File: config.mk
export PLATFORM = sky130hd
export DESIGN_NAME = z80_prog_rom
export DESIGN_NICKNAME = d
export VERILOG_FILES = /design/src/rtl/z80_mc_pkg.sv /design/src/rtl/z80_prog_rom_mem.sv /design/src/rtl/z80_prog_rom.sv
export SDC_FILE = /design/constraint.sdc
export NUM_CORES = 1
export LEC_CHECK = 0
export BUFFER_PORTS_ARGS = -buffer_cell sky130_fd_sc_hd__buf_2
export CAP_MARGIN = 20
export CORE_UTILIZATION = 30
export DETAILED_ROUTE_END_ITERATION = 7
export PLACE_DENSITY_LB_ADDON = 0.1
export SLEW_MARGIN = 20
export SYNTH_ARGS = -nofsm -noshare
export SYNTH_HDL_FRONTEND = slang
export SYNTH_SLANG_ARGS = --single-unit
File: constraint.sdc
create_clock -name clk -period 2.3 [get_ports clk]
set_input_delay 0.46 -clock clk [delete_from_list [all_inputs] [get_ports clk]]
set_output_delay 0.46 -clock clk [all_outputs]
set_load 0.1 [all_outputs]
File: src/rtl/z80_mc_pkg.sv
// Shared types and constants for the Z80 microcontroller slice: FSM states,
// bus width defaults and the default program image.
package z80_mc_pkg;

  localparam int unsigned Z80_AW = 8;
  localparam int unsigned Z80_DW = 8;

  typedef enum logic [1:0] {
    IDLE,
    WAIT,
    DATA
  } state_e;

  localparam int unsigned IMAGE_LEN = 9;
  localparam logic [7:0] DEFAULT_IMAGE [IMAGE_LEN] = '{
    8'h3E, 8'h00, 8'h3C, 8'hC2, 8'h02, 8'h00, 8'hC3, 8'h06, 8'h00
  };

endpackage

File: src/rtl/z80_prog_rom_mem.sv
// Program storage with a registered read port; the loader write port exists
// only when Z80_PROG_ROM_LOAD_EN is defined, otherwise the contents are a constant ROM.
module z80_prog_rom_mem
  import z80_mc_pkg::*;
#(
  parameter int unsigned AW    = Z80_AW,
  parameter int unsigned DW    = Z80_DW,
  parameter int unsigned DEPTH = 256
) (
  input  logic          clk_i,
  input  logic          rd_clr_i,
  input  logic          rd_en_i,
  input  logic [AW-1:0] rd_addr_i,
  output logic [DW-1:0] rd_data_o
`ifdef Z80_PROG_ROM_LOAD_EN
  ,
  input  logic          wr_en_i,
  input  logic [AW-1:0] wr_addr_i,
  input  logic [DW-1:0] wr_data_i
`endif
);

  localparam int unsigned IW = (DEPTH > 1) ? $clog2(DEPTH) : 1;

  function automatic logic [DW-1:0] image_word(input int unsigned idx);
    if (idx < IMAGE_LEN) return DW'(DEFAULT_IMAGE[idx]);
    return '1;
  endfunction

  logic [DW-1:0] rd_data_q, rd_data_d, rd_word;
  logic          rd_in_range;

  assign rd_in_range = 32'(rd_addr_i) < 32'(DEPTH);

`ifdef Z80_PROG_ROM_LOAD_EN
  typedef logic [DW-1:0] mem_t [DEPTH];

  function automatic mem_t init_image();
    mem_t m;
    for (int unsigned i = 0; i < DEPTH; i++) m[i] = image_word(i);
    return m;
  endfunction

  mem_t mem_q = init_image();

  // Writes beyond DEPTH are dropped rather than aliased onto low words.
  always_ff @(posedge clk_i) begin
    if (wr_en_i && (32'(wr_addr_i) < 32'(DEPTH))) mem_q[wr_addr_i[IW-1:0]] <= wr_data_i;
  end

  assign rd_word = mem_q[rd_addr_i[IW-1:0]];
`else
  assign rd_word = image_word(32'(rd_addr_i));
`endif

  always_comb begin
    rd_data_d = rd_data_q;
    if (rd_clr_i)     rd_data_d = '1;
    else if (rd_en_i) rd_data_d = rd_in_range ? rd_word : '1;
  end

  always_ff @(posedge clk_i) begin
    rd_data_q <= rd_data_d;
  end

  assign rd_data_o = rd_data_q;

endmodule

File: src/rtl/z80_prog_rom.sv
// Z80 program ROM bus interface: chip-enable driven access FSM with wait states.
// Defining Z80_PROG_ROM_LOAD_EN adds the ld_* loader write port.
module z80_prog_rom
  import z80_mc_pkg::*;
#(
  parameter int unsigned AW       = Z80_AW,
  parameter int unsigned DW       = Z80_DW,
  parameter int unsigned DEPTH    = 256,
  parameter int unsigned WAIT_CYC = 1
) (
  input  logic          clk,
  input  logic          rst,
  input  logic          n_ce,
  input  logic          n_oe,
  input  logic [AW-1:0] addr,
  output logic [DW-1:0] dout,
  output logic          dout_en,
  output logic          n_wait
`ifdef Z80_PROG_ROM_LOAD_EN
  ,
  input  logic          ld_we,
  input  logic [AW-1:0] ld_addr,
  input  logic [DW-1:0] ld_data
`endif
);

  localparam logic [2:0] CNT_LAST = (WAIT_CYC > 0) ? 3'(WAIT_CYC - 1) : 3'd0;

  state_e        state_q;
  logic [2:0]    cnt_q;
  logic [AW-1:0] addr_q;
  logic          dout_en_q;
  logic          n_wait_q;

  logic          rd_en;
  logic          rd_clr;
  logic [AW-1:0] rd_addr;

  // The read is issued on the edge that enters DATA; with no wait states that
  // is the latching edge itself, so the live address is used from IDLE.
  always_comb begin
    rd_addr = (state_q == IDLE) ? addr : addr_q;
    rd_en   = 1'b0;
    if (!n_ce) begin
      if ((state_q == IDLE) && (WAIT_CYC == 0))     rd_en = 1'b1;
      if ((state_q == WAIT) && (cnt_q == CNT_LAST)) rd_en = 1'b1;
    end
    rd_clr = rst || (n_ce && (state_q != IDLE));
  end

  always_ff @(posedge clk) begin
    if (rst) begin
      state_q   <= IDLE;
      cnt_q     <= '0;
      dout_en_q <= 1'b0;
      n_wait_q  <= 1'b1;
    end else begin
      case (state_q)
        IDLE: begin
          if (!n_ce) begin
            addr_q <= addr;
            cnt_q  <= '0;
            if (WAIT_CYC > 0) begin
              state_q  <= WAIT;
              n_wait_q <= 1'b0;
            end else begin
              state_q <= DATA;
            end
          end
        end
        WAIT: begin
          if (n_ce) begin
            state_q   <= IDLE;
            cnt_q     <= '0;
            dout_en_q <= 1'b0;
            n_wait_q  <= 1'b1;
          end else if (cnt_q == CNT_LAST) begin
            state_q  <= DATA;
            cnt_q    <= '0;
            n_wait_q <= 1'b1;
          end else begin
            cnt_q <= cnt_q + 3'd1;
          end
        end
        DATA: begin
          if (n_ce) begin
            state_q   <= IDLE;
            dout_en_q <= 1'b0;
            n_wait_q  <= 1'b1;
          end else begin
            dout_en_q <= ~n_oe;
          end
        end
        default: begin
          state_q   <= IDLE;
          cnt_q     <= '0;
          dout_en_q <= 1'b0;
          n_wait_q  <= 1'b1;
        end
      endcase
    end
  end

  z80_prog_rom_mem #(
    .AW   (AW),
    .DW   (DW),
    .DEPTH(DEPTH)
  ) u_mem (
    .clk_i    (clk),
    .rd_clr_i (rd_clr),
    .rd_en_i  (rd_en),
    .rd_addr_i(rd_addr),
    .rd_data_o(dout)
`ifdef Z80_PROG_ROM_LOAD_EN
    ,
    .wr_en_i  (ld_we),
    .wr_addr_i(ld_addr),
    .wr_data_i(ld_data)
`endif
  );

  assign dout_en = dout_en_q;
  assign n_wait  = n_wait_q;

endmodule

==> metrics.txt <==
status=finished clean; Vias=776; post_cts resized=0; area of the multi-input gates=450 µm²; P per Cell Area=555 nW/µm²; TritonCTS Buffers=3; Routed WL=1.87 mm; initial core utilization=0.320; clock sink count=20; vias in the first global route=711; fmax=0.504 GHz; largest net degree at the start of global routing=17; CTS root buffer=clkbuf_4; delay-heaviest family, CP=simple AND/OR/NAND/NOR gates; Rel. slew slack=0.677; register area=480 µm²; Post-DRT Antenna Nets=0; Syn Std Cell Area=993 µm²; Cells after Synth=101; Arr. time, crit path=2190 ps; mean area per synthesized cell=9.84 µm²; CP peak stage delay=410 ps; Tmin final=1980 ps; Leak=0.463 nW; GRT Total Usage=0.124; first-pass GRT wire length=3.26 mm; Row Count=20; RePlAce Congestion=0.741; R2R depth=6; Worst Setup End Kind=flip-flop; Post-Layout Inst Area=1170 µm²; most frequent CP cell=nor2_1; Slowest-stage cell, CP=mux2i_1; Yosys top cell area share=0.242; Final Max Slew Viols=0; die height=59.5 µm; fillcell total=349; DRT Pass-1 Iters=4; diode count=0; CTS tree=done; total design power=0.651 mW; Final HPWL DP=1.44 mm; CP Max Fanout=4; CP Buf/Inv Count=0; placed cell areas=1150 µm²; Layout Nets=143; Layout Skew=7.92 ps; Worst Tran Pin Value=488 ps; Post-Syn Nets=119; Synth area leader=dfxtp_1; PortBufs=21; Initial DRC Count=43; Yosys reg bits=20; Final Hold Vio Count=0; Fin Hold WS=330 ps; Cells after DPL=164; die area=3550 µm²; Crit path depth=6; initial antenna violation count=0; sequential cell area fraction in the yosys report=0.484; hold buffers post-CTS=0; maximum vdd drop=0.433 mV; period utilization=0.862; DR vias/cell=4.62; Yosys cell types=36; core region area=3100 µm²; Worst-Skew Late Latency=300 ps; CTS clk-pin slew, worst paths=120 ps; Post-CTS Repair Setup Buffers=0; largest cells by area after synthesis=dfxtp_1 24%, edfxtp_1 24%, ha_1 7.6%, nor3_1 4.0%, nor2_1 3.8%; RSZ-0062 raised after global routing=no; share of layout cells above drive strength 1=0.266; DR WL/cell=11.2 µm; TNS Setup=0 ps; cells along the critical path=nor2_1 -> mux2i_1 -> ha_1 -> or3_1 -> a31oi_1 -> nor2_1; Req. time, crit path=2510 ps; GRT overflow=0; Min-Delay Path Depth=1; area grow syn2layout=18.1%; Final Non-Filler Cells=168; Clock Tree Buf Depth=2; setup violators final=0; htree depth=1; die width=59.5 µm; critical path class=flip-flop to flip-flop; YS warnings=0; Max Cap Viol=0; Hold Crit Class=input port to flip-flop; Residual DRC=0; CP startpoint kind=flip-flop; boundary pin count=22
## cells in the mapped netlist
master,n
edfxtp_1,8
buf_4,3
o22a_1,1
ha_1,6
a31oi_1,2
or4_1,1
nor3b_1,2
o22ai_1,1
inv_1,7
clkbuf_1,1
and3_1,1
or3_1,1
nor4bb_1,1
nand2b_1,4
dfxtp_1,12
nor2_2,1
o21a_1,1
o21ai_0,2
nor4_1,2
nand3_1,1
a21boi_0,1
nor2b_1,1
a21oi_1,6
o21bai_1,1
nand2_1,4
a22oi_1,1
mux2_2,1
o21ai_1,1
buf_2,2
a21oi_2,2
or4b_1,1
o31ai_2,1
mux2i_1,2
nor3_1,8
o2111ai_1,1
nor2_1,10
## sequential cells by signal (all words and copies together), names as in the netlist
name / flops
addr_q: 8
cnt_q: 3
dout_en: 1
n_wait: 1
state_q: 2
u_mem.rd_data_o: 5
## final cells by class
| class | count | area share |
|---|---|---|
| repair buffers | 25 | 0.115 |
| flip-flops and latches | 20 | 0.409 |
| clock buffers | 3 | 0.0192 |
| well taps | 44 | 0.0469 |
| multi-input cells | 68 | 0.384 |
| clock inverters | 1 | 0.00320 |
| inverters | 7 | 0.0224 |
## cells by family (layout without fill, tap and decap cells)
| kind of cell | Yosys count | count (layout) | share of synthesized area |
|---|---|---|---|
| multiplexers | 3 | 3 | 0.0315 |
| adder cells (fa/ha/maj) | 6 | 6 | 0.0756 |
| buffers and inverters | 13 | 36 | 0.0630 |
| AND/OR/NAND/NOR | 38 | 38 | 0.204 |
| flip-flops | 20 | 20 | 0.484 |
| AO/OA/AOI/OAI | 21 | 21 | 0.142 |
## worst paths after layout
check                     start                 end  slack [ps]
max                  state_q[0]  u_mem.rd_data_o[1]         320
min                     addr[4]           addr_q[4]         330
max reg2reg          state_q[0]  u_mem.rd_data_o[1]         320
min reg2reg  u_mem.rd_data_o[1]  u_mem.rd_data_o[1]         500
## power by group
part           switching [mW]  leakage (nW)  internal, mW  total (mW)
Clock                   0.109        0.0154        0.0633       0.172
Combinational          0.0605         0.276        0.0350      0.0955
Sequential            0.00437         0.172         0.379       0.384
Total                   0.174         0.463         0.478       0.651
## layout by cell type (no fill, tap or decap), types with 3 or more instances in the layout
master / count
a21oi_1: 6
clkbuf_4: 3
nor3_1: 8
buf_4: 4
nand2b_1: 4
inv_1: 7
nor2_1: 10
ha_1: 6
dfxtp_1: 12
edfxtp_1: 8
buf_2: 21
nand2_1: 4
## worst reg2reg max path, cell delays in order, from the launching register on
cell and delay [ps]:
dfxtp_1 320, nor2_1 250, mux2i_1 410, ha_1 310
or3_1 360, a31oi_1 200, nor2_1 50
## stage by stage
stage,worst slack (ps),util
4_1_cts,277,0.378
3_5_place_dp,295,0.370
6_report,316,0.378
5_1_grt,153,0.378
3_3_place_gp,354,0.370
2_1_floorplan,302,-
## routing by layer
| layer | up-vias | GRT usage | routed length (µm) |
|---|---|---|---|
| met1 | 348 | 0.169 | 960 |
| met2 | 18 | 0.188 | 797 |
| met3 | 2 | 0.0459 | 96 |
| li1 | 408 | - | - |
| met4 | 0 | 0.0299 | 19 |
| met5 | - | 0 | 0 |
Note: power is estimated with default switching activity, not from simulation.
